[src/rtl/shift_add_mult_ctrl.sv]
// Iterative unsigned shift-add multiplier sequencer: one add/shift per clock
// on a shared WIDTH-bit adder, WIDTH iterations per operand pair.
module shift_add_mult_ctrl #(
  parameter int WIDTH = 8
) (
  input  logic                 clk,
  input  logic                 reset,
  input  logic                 start,
  input  logic [WIDTH-1:0]     multiplicand,
  input  logic [WIDTH-1:0]     multiplier,
  output logic                 ready,
  output logic                 busy,
  output logic                 done,
  output logic [2*WIDTH-1:0]   product
);

  localparam int CW = $clog2(WIDTH) + 1;

  typedef enum logic [1:0] {
    IDLE    = 2'd0,
    RUN     = 2'd1,
    DONE_ST = 2'd2
  } state_t;

  state_t           state, state_nxt;
  logic [WIDTH-1:0] a_reg;
  logic [WIDTH-1:0] p_hi;
  logic [WIDTH-1:0] q_reg;
  logic [CW-1:0]    count;

  // Adder result and the shifted accumulator it produces this iteration.
  logic [WIDTH:0]   sum;
  logic [WIDTH-1:0] p_hi_nxt;
  logic [WIDTH-1:0] q_nxt;
  logic             last_iter;

  always_comb begin
    sum = {1'b0, p_hi};
    if (q_reg[0]) begin
      sum = {1'b0, p_hi} + {1'b0, a_reg};
    end
    // The carry enters the MSB, so no bit of the partial sum is lost.
    p_hi_nxt  = sum[WIDTH:1];
    q_nxt     = {sum[0], q_reg[WIDTH-1:1]};
    last_iter = (count == CW'(WIDTH - 1));
  end

  // NOTE: sequential state uses non-blocking assignments so every register
  // samples pre-edge values; blocking here would chain updates within an edge.
  always_ff @(posedge clk or negedge reset) begin
    if (!reset) begin
      state <= IDLE;
    end else begin
      state <= state_nxt;
    end
  end

  // NOTE: every output of a combinational block gets a default first so no
  // path leaves it unassigned and infers a latch.
  always_comb begin
    state_nxt = state;
    case (state)
      IDLE:    if (start) state_nxt = RUN;
      RUN:     if (last_iter) state_nxt = DONE_ST;
      DONE_ST: state_nxt = IDLE;
      default: state_nxt = IDLE;
    endcase
  end

  always_comb begin
    ready = 1'b0;
    busy  = 1'b0;
    done  = 1'b0;
    case (state)
      IDLE:    ready = 1'b1;
      RUN:     busy  = 1'b1;
      DONE_ST: done  = 1'b1;
      default: ready = 1'b0;
    endcase
  end

  always_ff @(posedge clk or negedge reset) begin
    if (!reset) begin
      a_reg   <= '0;
      p_hi    <= '0;
      q_reg   <= '0;
      count   <= '0;
      product <= '0;
    end else begin
      case (state)
        IDLE: begin
          if (start) begin
            a_reg <= multiplicand;
            q_reg <= multiplier;
            p_hi  <= '0;
            count <= '0;
          end
        end
        RUN: begin
          p_hi  <= p_hi_nxt;
          q_reg <= q_nxt;
          count <= count + 1'b1;
          if (last_iter) begin
            product <= {p_hi_nxt, q_nxt};
          end
        end
        default: ;
      endcase
    end
  end

endmodule

[config.mk]
export PLATFORM = sky130hd
export DESIGN_NAME = shift_add_mult_ctrl
export DESIGN_NICKNAME = d
export VERILOG_FILES = /design/src/rtl/shift_add_mult_ctrl.sv
export SDC_FILE = /design/constraint.sdc
export NUM_CORES = 1
export LEC_CHECK = 0
export BUFFER_PORTS_ARGS = -buffer_cell sky130_fd_sc_hd__buf_4
export CORE_ASPECT_RATIO = 2
export CORE_UTILIZATION = 50
export CTS_BUF_LIST = sky130_fd_sc_hd__clkbuf_16
export DETAILED_ROUTE_END_ITERATION = 10
export GPL_TIMING_DRIVEN = 1
export HOLD_SLACK_MARGIN = 0.15
export PLACE_DENSITY = 0.72
export REMOVE_ABC_BUFFERS = 1
export SYNTH_ARGS = -nofsm -noshare
export SYNTH_HDL_FRONTEND = slang
export SYNTH_SLANG_ARGS = --single-unit
[constraint.sdc]
create_clock -name clk -period 4 [get_ports clk]
set_input_delay 0.2 -clock clk [delete_from_list [all_inputs] [get_ports clk]]
set_output_delay 0.2 -clock clk [all_outputs]
set_load 0.005 [all_outputs]
Yosys cells after proc, flatten, opt, wreduce, memory -nomap -nowiden
Cells that the tools add are included.

word-level totals
  register bits = 46
  output and inout bits = 19
  logic and storage cells = 32

operators by class
  add/sub/neg operators = 2
  equality and inequality tests = 5
  mux-type cells = 13
  reductions and logical operators = 6

operators with widths
  operator             number
  $pmux 8 s2           2
  $mux 8               2
  $add 8x8->9          1
  $mux 9               1
  $pmux 4 s2           1
  $reduce_and 2->1     4
  $add 4x1->4 const B  1
  $eq 4x3->1 const B   1
  $mux 2               2
  $mux 4               1
  $ne 2x2->1 const B   2
  $pmux 2 s2           1
  $mux 1               3
  $eq 2x1->1 const B   1
  $eq 2x2->1 const B   1
  $logic_not 2->1      1
  $reduce_bool 2->1    1

Depth between registers and ports, before layout
Gate-level depths: netlist (run 1).

  depth in word-level cells = 3
  mapped depth = 8
  depth with buffers taken out = 7

Worst setup path after synthesis (run 1)
Ideal clock, no wire load.

  path kind = register -> register
  start = register a_reg[0]
  end = register product[13]
  arrival = 1710 ps
  setup slack = 2159 ps
  stages on the path, launching flop included = 8
  path buffers = 0
  period minus slack after synthesis = 1841 ps
  cells stage by stage = dfrtp_1 ha_1 fa_1 a21o_1 a221oi_2 xnor2_1 mux2i_1 o21ai_1

on the way
  longest elaborated chain between the ends = 2

RTL lines
  what                    line  RTL
  start, declared         26    logic [WIDTH-1:0] a_reg;
  start signal, assigned  93    a_reg <= multiplicand;
  $add 8x8->9             40    sum = {1'b0, p_hi} + {1'b0, a_reg};
  $mux 9                  39    if (q_reg[0]) begin
  end signal, assigned    104   product <= {p_hi_nxt, q_nxt};
  end, declared           14    output logic [2*WIDTH-1:0] product

Every way passes these cells.
A chain may end at the register's enable or synchronous reset.

Worst setup path in the final report (run 1)
  start = register a_reg[0]
  end = register p_hi[3]

on the way
  longest elaborated chain between the ends = 3

RTL lines
  what                  line  RTL
  $add 8x8->9           40
  $mux 9                39
  $pmux 8 s2            90    case (state)
  end signal, assigned  100   p_hi <= p_hi_nxt;
  end, declared         27    logic [WIDTH-1:0] p_hi;

Every way passes these cells.

==> flow_metrics.py, run 1 <==
metrics = {
    "run_status": {
        "status": "finished, final reports clean",
    },
    "critical_path": {
        "crit_required_ns": 4.16,
        "path_cells": "ha_1, fa_1, a21o_1, a21oi_1, xnor2_1, mux2i_1, o21ai_0",
        "end_kind": "register",
        "crit_path_start_kind": "register",
        "worstPathArrival_ns": 2.17,
        "critical-path-slowest-cell": "fa_1",
        "slowest_delay_ns": 0.42,
        "r2r_slack_ns": 1.99,
        "cp_max_fo": 2,
        "worstSetupPathType": "reg -> reg",
    },
    "global_route": {
        "overflow": 0,
        "grt_busiest_layer": "met2",
        "grt_pass1_wl_um": 7783,
        "grt_use_met2": 0.4133,
        "grt_max_degree": 47,
        "grt_use_total": 0.2479,
        "grt_use_met1": 0.2828,
        "grt_pass1_vias": 1738,
        "grt_antenna_before_repair": 0,
        "met3_usage": 0.04423,
    },
    "sta": {
        "fin_worst_skew_ns": 0.006714,
        "grt_setup_unrepaired": "false",
        "period_needed_ns": 2.007,
        "setup_slack_ns": 1.993,
        "setup_violations": 0,
        "slew_violations": 0,
        "hold_viol_final": 0,
        "relSlewSlack": 0.4518,
        "tns_ns": 0,
        "final.period_utilization": 0.5019,
        "fmax_mhz": 498.2,
        "max_slew.worst_pin.slew_ns": 0.8203,
    },
    "hold_path": {
        "hold_path_class": "in -> reg",
    },
    "clock_network": {
        "post_cts_buffers": 0,
        "cts_buffers": 5,
        "cts-root-buf": "clkbuf_16",
        "clkLatencyLatePin_ns": 0.29,
        "clock_sinks": 46,
        "ctsHoldBuffers": 12,
        "cts_tree": "yes",
        "htree_levels": 2,
        "cts_resized": 0,
        "clockBufferDepth": 2,
        "path_clk_slew_ns": 0.06,
    },
    "pwr": {
        "peakVddDrop_v": 0.0006247,
        "p_comb_frac": 0.435,
        "p_switching_mw": 0.8971,
        "power_per_cell_area_mw_per_mm2": 858.9,
        "internal_power_mw": 1.451,
        "p_seq_frac": 0.367,
        "swShare": 0.3821,
        "p_clk_frac": 0.197,
        "p_leak_nw": 1.376,
    },
    "routing": {
        "via_per_inst": 5.378,
        "drtIter0Drc": 41,
        "first_pass_iters": 4,
        "ant_nets": 0,
        "drc_errors": 0,
        "vias": 1780,
        "routed_wirelength_um": 4908,
        "detail_route.wl_per_cell_um": 14.83,
    },
    "final_layout": {
        "antennaDiodeCount": 0,
        "drive_gt1_frac": 0.1792,
        "fin_nets": 307,
        "largest_register_ffs": 16,
        "top_register": "product",
        "syn2layout_area_growth_pct": 28.30,
    },
    "synth": {
        "ys_seq_elements": 46,
        "yosysMostFrequentCell": "nand2_1",
        "synthArstFlopShare": 1.000,
        "synthTopCellsByArea": "dfrtp_1 (54%), nand2_1 (12%), ha_1 (5.3%)",
        "yosys.area.top_type": "dfrtp_1",
        "ys_seq_area_frac": 0.5402,
        "yosys_warnings": 0,
        "syn_avg_cell_area_um2": 9.264,
        "ys.flop_type": "dfrtp_1",
        "synth_common_cells": "nand2_1 (67), dfrtp_1 (46), nor2_1 (18), o21ai_0 (18), nand3_1 (10)",
        "synth_edf_count": 0,
        "synth_top_area_frac": 0.5402,
        "synthesis.instances": 230,
        "netlist_area_mm2": 0.002131,
        "synth.distinct_cells": 31,
    },
    "placement": {
        "place_hpwl_um": 3205,
        "port_buffers": 37,
        "place_ws_ns": 2.030,
        "routabilityCongestion": 0.8846,
    },
    "run": {
        "maxCapViolations": 0,
    },
    "floorplan": {
        "start_util": 0.5213,
        "io_pins": 38,
        "fp.dieH_um": 94.32,
        "coreArea_mm2": 0.004088,
        "rows": 33,
        "fp.dieArea_mm2": 0.004542,
        "die_w_um": 48.16,
    },
}
[worst max-delay path, delay by kind of cell (launching register included)]
kind / cells / cell delay (ns)
multiplexers: 1 / 0.21
adder cells (fa/ha/maj): 2 / 0.65
flip-flops: 1 / 0.39
XOR/XNOR: 1 / 0.09
AO/OA/AOI/OAI: 3 / 0.54
[power groups by stage]
| stage | clock network [mW] | logic (mW) | registers [mW] |
|---|---|---|---|
| finish | 0.464 | 1.02 | 0.863 |
| global route | 0.489 | 1.15 | 0.890 |
| CTS | 0.474 | 1.03 | 0.861 |
| global placement | 0 | 0.983 | 0.860 |
| detailed placement | 0 | 1.01 | 0.864 |
| floorplan | 0 | 0.669 | 0.834 |
[layer usage]
metal | routed length, um | vias up | part of all wire
li1 | - | 876 | -
met1 | 1877 | 860 | 0.38
met2 | 2786 | 32 | 0.57
met3 | 109 | 12 | 0.022
met4 | 135 | 0 | 0.028
met5 | 0 | - | 0
[final cells by class]
cell class	count	area (um2)
fill	330	1354
sequential	46	1151
multi-input combinational	171	928.4
timing repair buffer	51	412.9
clock buffer	5	125.1
tap	52	65.06
clock inverter	3	40.04
inverter	3	11.26
[path summary, 6_finish.rpt]
kind,start,endpoint,cells past startpoint
max,a_reg[0],p_hi[3],7
min,multiplier[1],q_reg[1],3
max reg2reg,a_reg[0],p_hi[3],7
min reg2reg,a_reg[4],a_reg[4],2
max in group asynchronous,reset,product[15],2
min in group asynchronous,reset,product[11],2
[per-stage QoR]
step | std cells | cell area [um2] | util | hold WS (ns) | total power [mW]
6_report | 331 | 2734 | 0.6688 | 0.1703 | 2.348
5_1_grt | 331 | 2734 | 0.6688 | 0.1749 | 2.533
4_1_cts | 331 | 2734 | 0.6688 | 0.1667 | 2.361
3_5_place_dp | 311 | 2449 | 0.5990 | 0.2382 | 1.873
3_3_place_gp | 311 | 2449 | 0.5990 | 0.2379 | 1.843
2_1_floorplan | 220 | 2091 | - | -0.09559 | 1.503
[placed cells by master, fill, tap and decap left out, types with 3 or more instances in the layout]
cell type	instances
dfrtp_1	46
clkbuf_16	5
o22ai_1	5
nand3_1	10
nor2b_1	3
a21o_1	3
a21oi_1	6
buf_4	39
o21ai_1	7
o21ai_0	18
nor2_1	18
nand2_1	67
ha_1	9
xnor2_1	3
mux2i_1	5
dlygate4sd3_1	12
[kinds of logic (layout without fill, tap and decap cells)]
group | count (synthesis) | in the layout | synth area share
compound gates | 47 | 47 | 0.1304
xor+xnor | 4 | 4 | 0.01644
fa+ha+maj | 10 | 10 | 0.06224
buf+inv | 13 | 62 | 0.02408
flops | 46 | 46 | 0.5402
mux | 5 | 5 | 0.02349
simple gates | 105 | 105 | 0.2032
(Power assumes the default switching activity.)
==> inputs of run 2 (changes only) <==
Settings changed: ABC_AREA from default to 1, PLACE_DENSITY 0.72 to 0.71.
Clock period 4 ns to 2 ns, I/O delays scaled along.
==> run 2 against run 1 <==
Largest power group unchanged. Utilization increased by 0.30 points. First-iteration DRC count decreased by 20%. Critical endpoint is now p_hi[5]. Final cell count increased by 7.3%. Critical path depth increased by 3. Highest routed layer unchanged. Setup slack got worse by 1.8 ns. Wire length increased by 4.3%. Global-route usage increased by 0.19 points. Flip-flop and latch count unchanged.
==> flow_metrics.py, run 2 <==
metrics = {
    "sta": {
        "final.period_utilization": 0.9064,
        "relSlewSlack": 0.6108,
        "fmax_mhz": 551.6,
        "tns_ns": 0,
        "fin_worst_skew_ns": 0.003645,
        "slew_violations": 0,
        "grt_setup_unrepaired": "false",
        "setup_violations": 0,
        "hold_viol_final": 0,
        "setup_slack_ns": 0.1873,
        "period_needed_ns": 1.813,
        "max_slew.worst_pin.slew_ns": 0.5838,
    },
    "floorplan": {
        "io_pins": 38,
        "die_w_um": 49.73,
        "start_util": 0.5251,
        "rows": 34,
        "coreArea_mm2": 0.004339,
        "fp.dieH_um": 97.47,
        "fp.dieArea_mm2": 0.004847,
    },
    "run_status": {
        "status": "finished, final reports clean",
    },
    "synth": {
        "synth_top_area_frac": 0.5052,
        "syn_avg_cell_area_um2": 9.376,
        "synth_common_cells": "nand2_1 (63), dfrtp_1 (46), inv_1 (23), nand3_1 (23), o21ai_0 (14)",
        "yosys.area.top_type": "dfrtp_1",
        "synth.distinct_cells": 27,
        "ys_seq_elements": 46,
        "synth_edf_count": 0,
        "synthTopCellsByArea": "dfrtp_1 (51%), nand2_1 (10%), nand3_1 (5.1%)",
        "netlist_area_mm2": 0.002278,
        "ys.flop_type": "dfrtp_1",
        "ys_seq_area_frac": 0.5052,
        "synthesis.instances": 243,
        "yosys_warnings": 0,
        "synthArstFlopShare": 1.000,
        "yosysMostFrequentCell": "nand2_1",
    },
    "clock_network": {
        "path_clk_slew_ns": 0.06,
        "clockBufferDepth": 2,
        "cts_buffers": 5,
        "cts_tree": "yes",
        "cts-root-buf": "clkbuf_16",
        "clkLatencyLatePin_ns": 0.29,
        "clock_sinks": 46,
        "post_cts_buffers": 0,
        "htree_levels": 2,
    },
    "global_route": {
        "overflow": 0,
        "grt_pass1_vias": 2006,
        "grt_use_total": 0.2498,
        "grt_max_degree": 47,
        "grt_pass1_wl_um": 9066,
        "grt_antenna_before_repair": 0,
    },
    "critical_path": {
        "r2r-start": "a_reg[0]",
        "worstPathArrival_ns": 1.99,
        "worstSetupPathType": "reg -> reg",
        "end_kind": "register",
        "crit_required_ns": 2.18,
        "crit_start": "a_reg[0]",
        "r2r-end": "p_hi[5]",
        "endpoint": "p_hi[5]",
        "cp_max_fo": 3,
        "reg2reg_depth": 10,
        "crit_path_start_kind": "register",
        "r2r_slack_ns": 0.19,
    },
    "hold_path": {
        "hold_path_class": "in -> reg",
    },
    "final_layout": {
        "multi_input_area_um2": 983.4,
        "fin_nets": 331,
        "stdcell_count": 355,
        "top_register": "product",
        "syn2layout_area_growth_pct": 27.95,
        "mostFrequentLayoutCell": "nand2_1",
        "register_area_mm2": 0.001151,
        "antennaDiodeCount": 0,
        "drive_gt1_frac": 0.2226,
        "largest_register_ffs": 16,
        "fillCellCount": 374,
        "final_cell_mix": "nand2_1 (63), dfrtp_1 (46), buf_4 (38)",
        "final_core_util": 0.6719,
    },
    "routing": {
        "detail_route.wl_per_cell_um": 14.42,
        "drc_errors": 0,
        "routed_wirelength_um": 5120,
        "ant_nets": 0,
        "drtIter0Drc": 33,
        "vias": 1866,
        "via_per_inst": 5.256,
        "first_pass_iters": 4,
    },
    "placement": {
        "place_hpwl_um": 3389,
        "routabilityCongestion": 0.8507,
        "dp.cells": 329,
        "place_ws_ns": 0.2231,
        "port_buffers": 37,
    },
    "pwr": {
        "power_per_cell_area_mw_per_mm2": 1730,
        "p_leak_nw": 1.484,
        "peakVddDrop_v": 0.001291,
    },
    "run": {
        "maxCapViolations": 0,
    },
}
run 2: changes by cell type in the layout (fill, tap and decap cells not counted), moves of 5 or more:
cell,delta
nand3_1,+13
dlygate4sd3_1,+8
mux2i_1,-5
inv_1,+21
a21oi_2,+5
nor2_1,-11
run 2: per-layer routing:
layer / up-vias / GRT usage / wire, um
li1: 920 / - / -
met1: 894 / 0.2689 / 2020
met2: 39 / 0.4543 / 2774
met3: 13 / 0.04695 / 177
met4: 0 / 0.1077 / 148
met5: - / 0 / 0
run 2: final cells by class:
cell class	instances	area share
well taps	54	0.02318
clock buffers	5	0.04292
flip-flops and latches	46	0.3948
clock inverters	1	0.001288
repair buffers	58	0.1665
inverters	25	0.03391
multi-input cells	166	0.3373
run 2: worst max-delay path, cell delays in order, from the launching register on:
cell and delay [ns]:
dfrtp_1 0.38, ha_1 0.23, fa_1 0.41, nand2_1 0.08, nand2_1 0.09, nand3b_1 0.14
nand2_1 0.08, nand2_1 0.07, nand3_1 0.08, nand3_1 0.10, nand2_1 0.05
run 2: logic make-up after synthesis:
family / count (synthesis) / synth area share
and+or+nand+nor: 105 / 0.2114
DFF: 46 / 0.5052
AOI/OAI and AO/OA: 41 / 0.1082
buffers and inverters: 31 / 0.06315
adders and majority gates: 10 / 0.05821
muxes: 8 / 0.04613
xor gates and xnor gates: 2 / 0.007689
run 2: what timing repair did:
| item | CTS | global route |
|---|---|---|
| hold buffers | 20 | 0 |
| hold endpoints to repair | 62 | 0 |
| resized for setup | 0 | 0 |
run 2: worst min-delay path by stage:
stage                     startpoint         end  slack (ns)  depth (start not counted)
after floorplan                reset    a_reg[0]       -0.20                          0
after global placement         reset  product[9]        0.14                          1
after detailed placement       reset    a_reg[1]        0.15                          1
after CTS                      start    state[0]        0.31                          3
after global routing           start    state[0]        0.34                          3
final                          start    state[0]        0.30                          3
run 2: where the power goes:
part / leakage [nW] / switching (mW) / internal (mW)
combinational: 0.858 / 1.41 / 1.14
sequential: 0.563 / 0.334 / 1.39
clock: 0.0632 / 0.325 / 0.445
total: 1.48 / 2.07 / 2.97
run 2: per-stage QoR:
step	hold slack, ns	instance area [um2]	total power [mW]
6_report	0.2963	2915	5.042
5_1_grt	0.3363	2915	5.502
4_1_cts	0.3056	2915	5.086
3_5_place_dp	0.1471	2586	4.243
3_3_place_gp	0.1402	2586	4.187
2_1_floorplan	-0.1956	2233	3.452
==> inputs of run 3 (changes only) <==
Settings changed: CTS_BUF_LIST sky130_fd_sc_hd__clkbuf_16 to default.
==> run 3 against run 2 <==
Largest power group unchanged. Final cell count is the same. Sequential power about the same. First-iteration DRC count rose by 27%.
==> flow_metrics.py, run 3 (synthesis results as in run 2) <==
metrics = {
    "run_status": {
        "status": "finished, final reports clean",
    },
    "final_layout": {
        "drive_gt1_frac": 0.2259,
        "fin_nets": 331,
        "final_core_util": 0.6612,
        "top_register": "product",
        "largest_register_ffs": 16,
        "multi_input_area_um2": 983.4,
        "fillCellCount": 379,
        "register_area_mm2": 0.001151,
        "antennaDiodeCount": 0,
        "mostFrequentLayoutCell": "nand2_1",
        "final_cell_mix": "nand2_1 (63), dfrtp_1 (46), buf_4 (38)",
        "syn2layout_area_growth_pct": 25.92,
    },
    "critical_path": {
        "r2r-end": "p_hi[5]",
        "cp_max_fo": 3,
        "reg2reg_depth": 10,
        "cp_common_cell": "nand2_1",
        "crit_required_ns": 2.19,
        "critical-path-slowest-cell": "fa_1",
        "crit_path_start_kind": "register",
        "r2r_slack_ns": 0.18,
        "r2r-start": "a_reg[0]",
        "worstSetupPathType": "reg -> reg",
        "slowest_delay_ns": 0.41,
        "worstPathArrival_ns": 2.01,
        "path_cells": "ha_1, fa_1, nand2_1, nand2_1, nand3b_1, nand2_1, nand2_1, nand3_1, nand3_1, nand2_1",
        "end_kind": "register",
    },
    "sta": {
        "max_slew.worst_pin.slew_ns": 0.5785,
        "period_needed_ns": 1.815,
        "hold_viol_final": 0,
        "tns_ns": 0,
        "setup_slack_ns": 0.1848,
        "final.period_utilization": 0.9076,
        "fin_worst_skew_ns": 0.005987,
        "fmax_mhz": 550.9,
        "grt_setup_unrepaired": "false",
        "setup_violations": 0,
        "slew_violations": 0,
        "relSlewSlack": 0.6143,
    },
    "global_route": {
        "grt_pass1_wl_um": 8942,
        "grt_antenna_before_repair": 0,
        "grt_pass1_vias": 1990,
        "grt_use_total": 0.2446,
        "grt_max_degree": 47,
        "overflow": 0,
    },
    "floorplan": {
        "io_pins": 38,
        "rows": 34,
        "start_util": 0.5251,
        "fp.dieH_um": 97.47,
        "fp.dieArea_mm2": 0.004847,
        "coreArea_mm2": 0.004339,
        "die_w_um": 49.73,
    },
    "clock_network": {
        "cts_tree": "yes",
        "htree_levels": 2,
        "clock_sinks": 46,
        "path_clk_slew_ns": 0.08,
        "cts-root-buf": "clkbuf_8",
        "clockBufferDepth": 2,
        "cts_buffers": 5,
        "clkLatencyLatePin_ns": 0.30,
        "cts_resized": 0,
    },
    "placement": {
        "port_buffers": 37,
        "place_hpwl_um": 3389,
        "place_ws_ns": 0.2231,
        "routabilityCongestion": 0.8507,
    },
    "pwr": {
        "internal_power_mw": 2.791,
        "p_comb_frac": 0.526,
        "p_switching_mw": 2.021,
        "swShare": 0.4200,
        "peakVddDrop_v": 0.0009964,
        "power_per_cell_area_mw_per_mm2": 1677,
        "p_seq_frac": 0.357,
        "total_power_mw": 4.811,
        "p_clk_frac": 0.117,
        "p_leak_nw": 1.464,
    },
    "routing": {
        "ant_nets": 0,
        "routed_wirelength_um": 5003,
        "detail_route.wl_per_cell_um": 14.09,
        "first_pass_iters": 4,
        "drtIter0Drc": 42,
        "drc_errors": 0,
        "vias": 1862,
        "via_per_inst": 5.245,
    },
    "hold_path": {
        "hp-start": "start",
        "holdPathEnd": "state[0]",
        "whs_path_depth": 3,
        "hold_path_class": "in -> reg",
    },
    "run": {
        "maxCapViolations": 0,
    },
}
run 3: changes by cell type in the layout (fill, tap and decap cells not counted):
| cell | previous run | this run |
|---|---|---|
| clkinv_1 | 1 | 0 |
| clkbuf_8 | 0 | 6 |
| clkbuf_16 | 5 | 0 |
run 3: layer usage:
metal / vias to the layer above / share of wire / GRT usage
met4: 0 / 0.024 / 0.1011
met2: 33 / 0.54 / 0.4439
li1: 919 / - / -
met5: - / 0 / 0
met1: 900 / 0.40 / 0.2678
met3: 10 / 0.029 / 0.04382
run 3: per-stage QoR:
| step | instances | instance area, um2 | hold WS, ns |
|---|---|---|---|
| finish | 355 | 2869 | 0.2806 |
| global route | 355 | 2869 | 0.3179 |
| CTS | 355 | 2869 | 0.2909 |
| detailed placement | 329 | 2586 | 0.1471 |
| global placement | 329 | 2586 | 0.1402 |
| floorplan | 237 | 2233 | -0.1956 |
run 3: repair_timing:
| action | CTS | global route |
|---|---|---|
| setup buffers | 0 | 0 |
| hold endpoints to repair | 62 | 0 |
| hold buffers | 20 | 0 |
run 3: power by group through the flow:
stage / combinational, mW / clock (mW) / sequential [mW]
3_3_place_gp: 2.47 / 0 / 1.72
5_1_grt: 2.89 / 0.605 / 1.78
2_1_floorplan: 1.79 / 0 / 1.67
4_1_cts: 2.56 / 0.583 / 1.72
3_5_place_dp: 2.51 / 0 / 1.74
6_report: 2.53 / 0.563 / 1.72
run 3: area by class of cell:
class | count | share of cell area
sequential | 46 | 0.4012
multi-input combinational | 166 | 0.3428
timing repair buffer | 58 | 0.1692
inverter | 25 | 0.03445
clock buffer | 6 | 0.02878
tap | 54 | 0.02355
run 3: critical path: cells and delay by family (launching register included):
kind / cells / cell delay, ns
simple gates: 8 / 0.69
fa+ha+maj: 2 / 0.64
flops: 1 / 0.39
run 3: worst max path at each step:
stage	cells after the start	end	startpoint
2_1_floorplan	10	product[13]	a_reg[0]
3_3_place_gp	10	product[13]	a_reg[0]
6_report	10	p_hi[5]	a_reg[0]
3_5_place_dp	10	p_hi[5]	a_reg[0]
5_1_grt	10	p_hi[7]	a_reg[0]
4_1_cts	10	p_hi[5]	a_reg[0]
